`src/rtl/time_counter.sv`:
```
// time_counter: free-running time-of-day source.
// Keeps hour:minute:second packed as [16:12] hour, [11:6] minute, [5:0] second,
// advances once per TICK_DIV clocks and accepts loads and minute/hour adjusts.
// All outputs are registered; every field of time_out always holds a legal value.
module time_counter #(
    parameter int TICK_DIV = 100000000,
    parameter int PRE_W    = 27
) (
    input  logic        clk,
    input  logic        rst,
    input  logic [16:0] time_set_in,
    input  logic        set_time,
    input  logic        inc_min,
    input  logic        inc_hour,
    output logic [16:0] time_out,
    output logic        sec_tick,
    output logic        day_wrap,
    output logic        set_err
);

    localparam logic [PRE_W-1:0] TICK_LAST = PRE_W'(TICK_DIV - 1);

    logic [PRE_W-1:0] prescaler;
    logic             tick;

    logic [4:0] hour;
    logic [5:0] minute;
    logic [5:0] second;

    logic       load_valid;

    logic [4:0] adv_hour;
    logic [5:0] adv_min;
    logic [5:0] adv_sec;
    logic       adv_wrap;

    logic [4:0] adj_hour;
    logic [5:0] adj_min;

    assign hour   = time_out[16:12];
    assign minute = time_out[11:6];
    assign second = time_out[5:0];

    assign tick = (prescaler == TICK_LAST);

    assign load_valid = (time_set_in[16:12] < 5'd24) &&
                        (time_set_in[11:6]  < 6'd60) &&
                        (time_set_in[5:0]   < 6'd60);

    // Prescaler: a valid load restarts the second phase; anything else
    // (including a rejected load or an adjust) leaves it free-running.
    always_ff @(posedge clk or posedge rst) begin
        if (rst) begin
            prescaler <= '0;
        end else if (set_time && load_valid) begin
            prescaler <= '0;
        end else if (tick) begin
            prescaler <= '0;
        end else begin
            prescaler <= prescaler + PRE_W'(1);
        end
    end

    // One-second advance with carries from seconds through minutes to hours.
    always_comb begin
        adv_sec  = second;
        adv_min  = minute;
        adv_hour = hour;
        adv_wrap = 1'b0;
        if (second == 6'd59) begin
            adv_sec = 6'd0;
            if (minute == 6'd59) begin
                adv_min = 6'd0;
                if (hour == 5'd23) begin
                    adv_hour = 5'd0;
                    adv_wrap = 1'b1;
                end else begin
                    adv_hour = hour + 5'd1;
                end
            end else begin
                adv_min = minute + 6'd1;
            end
        end else begin
            adv_sec = second + 6'd1;
        end
    end

    // Adjust values: each field wraps on its own, no carry between them.
    always_comb begin
        adj_min  = minute;
        adj_hour = hour;
        if (inc_min) begin
            adj_min = (minute == 6'd59) ? 6'd0 : minute + 6'd1;
        end
        if (inc_hour) begin
            adj_hour = (hour == 5'd23) ? 5'd0 : hour + 5'd1;
        end
    end

    // Time register and pulses: load beats adjust, adjust beats the tick,
    // and a tick that loses to either is simply dropped.
    always_ff @(posedge clk or posedge rst) begin
        if (rst) begin
            time_out <= '0;
            sec_tick <= 1'b0;
            day_wrap <= 1'b0;
            set_err  <= 1'b0;
        end else begin
            sec_tick <= 1'b0;
            day_wrap <= 1'b0;
            set_err  <= 1'b0;
            if (set_time) begin
                if (load_valid) begin
                    time_out <= time_set_in;
                end else begin
                    set_err <= 1'b1;
                end
            end else if (inc_min || inc_hour) begin
                time_out <= {adj_hour, adj_min, second};
            end else if (tick) begin
                time_out <= {adv_hour, adv_min, adv_sec};
                sec_tick <= 1'b1;
                day_wrap <= adv_wrap;
            end
        end
    end

endmodule

```
`config.mk`:
```
export PLATFORM = sky130hd
export DESIGN_NAME = time_counter
export DESIGN_NICKNAME = d
export VERILOG_FILES = /design/src/rtl/time_counter.sv
export SDC_FILE = /design/constraint.sdc
export NUM_CORES = 1
export LEC_CHECK = 0
export CAP_MARGIN = 20
export CORE_UTILIZATION = 41
export CTS_CLUSTER_SIZE = 8
export DETAILED_ROUTE_END_ITERATION = 8
export SYNTH_ARGS = -nofsm -noshare
export SYNTH_HDL_FRONTEND = slang
export SYNTH_SLANG_ARGS = --single-unit
```
`constraint.sdc`:
```
create_clock -name clk -period 2.75 [get_ports clk]
set_input_delay 0.55 -clock clk [delete_from_list [all_inputs] [get_ports clk]]
set_output_delay 0.55 -clock clk [all_outputs]
set_load 0.02 [all_outputs]
```
======== Yosys cells after proc, flatten, opt, wreduce, memory -nomap -nowiden ========
Index checks and enable logic that the tools add are counted.
word-level totals
  register bits after elaboration ......... 47
  input port bits ......................... 22
  output and inout bits ................... 20
cells by class
  add/sub/neg operators ................... 4
  magnitude comparators ................... 3
  equality and inequality tests ........... 8
  mux-type cells .......................... 25
  reduce and logical (&&, ||, !) cells .... 11
operators with widths
  cell                                               number
  2-to-1 mux 17 bit                                  4
  2-to-1 mux 27 bit                                  2
  adder 27 x 1 -> 27 bit, second input constant      1
  equality test 27 bit, second input constant        1
  2-to-1 mux 6 bit                                   4
  2-to-1 mux 5 bit                                   4
  adder 6 x 1 -> 6 bit, second input constant        2
  equality test 6 bit, second input constant         2
  less-than comparator 6 bit, second input constant  2
  2-to-1 mux 1 bit                                   11
  nonzero test 3 bit                                 3
  != test 3 bit, second input constant               2
  adder 5 x 1 -> 5 bit, second input constant        1
  equality test 5 bit, second input constant         1
  less-than comparator 5 bit, second input constant  1
  AND reduction 5 bit                                1
  AND reduction 4 bit                                1
  logical AND 1 bit                                  3
  AND reduction 3 bit                                1
  != test 2 x 1 -> 1 bit, second input constant      1
  != test 2 bit, second input constant               1
  nonzero test 2 bit                                 1
  logical OR 1 bit                                   1

======== Longest topological paths before layout ========
  depth in word-level cells ............... 7
  mapped depth ............................ 8
  depth with buffers taken out ............ 7

======== Worst setup path after synthesis ========
OpenSTA, ideal clock, no wires.
  path kind ............................... reg-to-reg
  start point ............................. register time_out[0]
  end point ............................... register time_out[10]
  setup time .............................. 0.124 ns
  arrival ................................. 2.114 ns
  slack ................................... 0.512 ns
  stages on the path, launching flop included .. 9
  path buffers ............................ 2
  period minus slack after synthesis ...... 2.238 ns
  path through ............................ dfrtp_1 -> ha_1 -> and4b_1 -> nand2_1 -> or4_1 -> buf_2 -> and2_4 -> buf_6 -> a211o_1
on the way
  cells in the longest elaborated chain, start to end .. 3
ends and longest elaborated chain
  element                               line  RTL
  from (decl)                           15    output logic [16:0] time_out,
  from (signal assigned)                114   time_out <= time_set_in;
  from (signal assigned)                119   time_out <= {adj_hour, adj_min, second};
  from (signal assigned)                121   time_out <= {adv_hour, adv_min, adv_sec};
  equality test 6 bit                   70    if (second == 6'd59) begin
  nonzero test 3 bit (no source line)   --
  AND reduction 4 bit (no source line)  --
No other way between the ends.
A chain may end at the register's enable or synchronous reset.

======== Worst setup path in the final report ========
  start point ............................. input port set_time
  end point ............................... register time_out[10]
on the way
  cells in the longest elaborated chain, start to end .. 2
  elaborated cells between the ends (all ways) .. 6
  classes of those cells .................. 2 x eq/ne; 1 x mux; 3 x reduce/logical
ends and longest elaborated chain
  element                                                 line  RTL
  from (decl)                                             12    input logic set_time,
  != test 3 bit (no source line) (tied with other cells)  --
  AND reduction 4 bit (no source line)                    --
Several ways; a longest one is shown, not always the timed one.

==> results.cfg <==
[pwr]
vdd_drop_max_uv = 266.6
p_per_area_nw_per_um2 = 614.4
power_uw = 1976
power.leakage_uw = 0.001342

[min_path]
hold_class = reg2reg
min_from = prescaler[0]$_DFF_PP0_
hold_end = prescaler[0]$_DFF_PP0_
whs_path_depth = 1

[worst_setup_path]
required_ps = 2950
cp_max_fo = 7
reg2regPathDepth = 6
arrival_ps = 2470
end_kind = flop
start_kind = input port
reg2reg_from = time_out[0]$_DFFE_PP0P_
rrSetupSlack_ps = 490
worstSetupPathType = in2reg
r2r_end = time_out[10]$_DFFE_PP0P_

[floorplan]
dieHeight_um = 81.94
coreArea_um2 = 6026
start_util = 0.4348
dieArea_um2 = 6714
ioPinCount = 42
die_x_um = 81.94
rows = 28

[placement]
gp_congestion = 0.8127
hpwlAfterDp_um = 4284
port_buffers = 41

[drt]
drt_iter0_drc = 121
via_count = 2213
wl_per_cell_um = 15.10
drt_wl_total_um = 5936
drtAntennaViolNets = 0
drt-pass1-iter-count = 4
viasPerCell = 5.631
drc_errors = 0

[clock_network]
cts_max_level = 2
ctsResizeCount = 0
path_clk_slew_ps = 90
clock-sinks = 47
numCtsBuffers = 5
clkLatencyLatePin_ps = 300
cts.path.max_buffers = 2
root_buffer = clkbuf_8
cts_tree = done
post-cts-setup-buffers = 0
hold_buffers = 0

[sta]
layout_min_cycle_time_ps = 2271
tightest_slew_ps = 738.8
maxSlewHeadroom = 0.5068
setup_viol = 0
rsz0062_at_grt = false
finalHoldViolCount = 0
maxSlewViolCount = 0
fin_skew_ps = 5.923
fmax_ghz = 0.4403
tns_ps = 0
period_share = 0.8259

[synthesis]
synth_cell_types = 50
yosysSeqAreaShare = 0.4489
synth_top_flop_cell = dfrtp_1
synth_edf_count = 0
ys_warn_count = 0
syn-num-nets = 303
synth-async-reset-ratio = 1.000
ys_ff_latch = 47
syn_area_um2 = 2620
synth.avg_cell_area_um2 = 9.459
synth_cells = 277

[layout]
final_nets = 343
diodes = 0
areaGrowthSynthToFinish_pct = 22.78
drive_above_1_share = 0.08176

[global_route]
grt_antenna_before_repair = 0
grt_pass1_vias = 2194
gr-total-overflow = 0
grt_max_degree = 39
grt.total_usage = 0.1990
grt_first_pass_wirelength_um = 10190

[run_status]
status = finished, final reports clean

[run]
max_cap_viol_count = 0
## where the power goes
group | internal, µW | switching, µW | leakage (µW)
clock network | 295 | 248 | 0.0000612
registers | 776 | 111 | 0.000618
logic | 278 | 270 | 0.000662
## cells by family after synthesis
family / share of synthesized area
and+or+nand+nor: 0.2631
buffers and inverters: 0.03534
DFF: 0.4489
adders and majority gates: 0.01910
AOI/OAI and AO/OA: 0.1232
muxes: 0.03343
xor gates and xnor gates: 0.07689
## final cells by class
type / instances / area, µm²
inverters: 8 / 30.03
fillers: 575 / 2809
flip-flops and latches: 47 / 1176
repair buffers: 46 / 447.9
clock inverters: 2 / 35.03
well taps: 75 / 93.84
clock buffers: 6 / 82.58
multi-input cells: 209 / 1351
## cells in the mapped netlist (7+ instances only)
cell,number,area [µm²]
a21oi_1,10,50.05
nand2_1,22,82.58
nand3_1,19,95.09
xor2_1,10,87.58
dfrtp_1,47,1176
and3_1,8,50.05
nor4_1,8,50.05
clkbuf_1,8,30.03
xnor2_1,13,113.9
nor2_1,29,108.9
and4_1,7,61.31
inv_1,7,26.28
nand4_1,8,50.05
nor3_1,7,35.03
## sequential cells by signal, summed over array words and instances (netlist names)
name and count:
sec_tick 1, set_err 1, prescaler 27, day_wrap 1
time_out 17
## per-stage QoR
step,setup slack [ps],cell area (µm²),hold slack (ps),util,instances
after detailed placement,151.6,3099,446.3,0.5143,385
after global routing,316.3,3217,484.5,0.5338,393
after floorplan,511.7,2620,425.1,-,277
after CTS,480.6,3217,459.7,0.5338,393
after global placement,187.0,3099,446.2,0.5143,385
final,478.7,3217,454.4,0.5338,393
## metal layers
metal | track usage | wire length, µm
met1 | 0.2535 | 2714
met2 | 0.3380 | 2894
met3 | 0.04111 | 260
met4 | 0.05789 | 67
met5 | 0 | 0
## cell usage in the layout (no fill, tap or decap), types with 3 or more instances in the layout
master	n
nand2_1	22
nor4_1	8
mux2_2	6
xnor2_1	13
a22o_1	4
buf_4	5
nand4_1	8
ha_1	4
or3_1	3
nor3_1	7
nor2_1	29
o2bb2ai_1	6
a22oi_1	6
dfrtp_1	47
clkbuf_8	6
xor2_1	10
clkdlybuf4s50_1	41
o21ai_0	5
and4_1	7
inv_1	6
and3_1	8
nand3_1	19
o21ai_1	3
a21oi_1	10
## worst max path at each step
stage | start | endpoint | slack (ps)
after floorplan | time_out[0]$_DFFE_PP0P_ | time_out[10]$_DFFE_PP0P_ | 510
after global placement | set_time | time_out[10]$_DFFE_PP0P_ | 190
after detailed placement | set_time | time_out[10]$_DFFE_PP0P_ | 150
after CTS | set_time | time_out[10]$_DFFE_PP0P_ | 480
after global routing | time_out[0]$_DFFE_PP0P_ | time_out[10]$_DFFE_PP0P_ | 320
final | set_time | time_out[10]$_DFFE_PP0P_ | 480
## critical path, stage by stage
cell	delay [ps]
clkdlybuf4s50_1	420
or2_1	330
or4_1	650
and2_4	240
a211o_1	280
(Power assumes the default switching activity.)
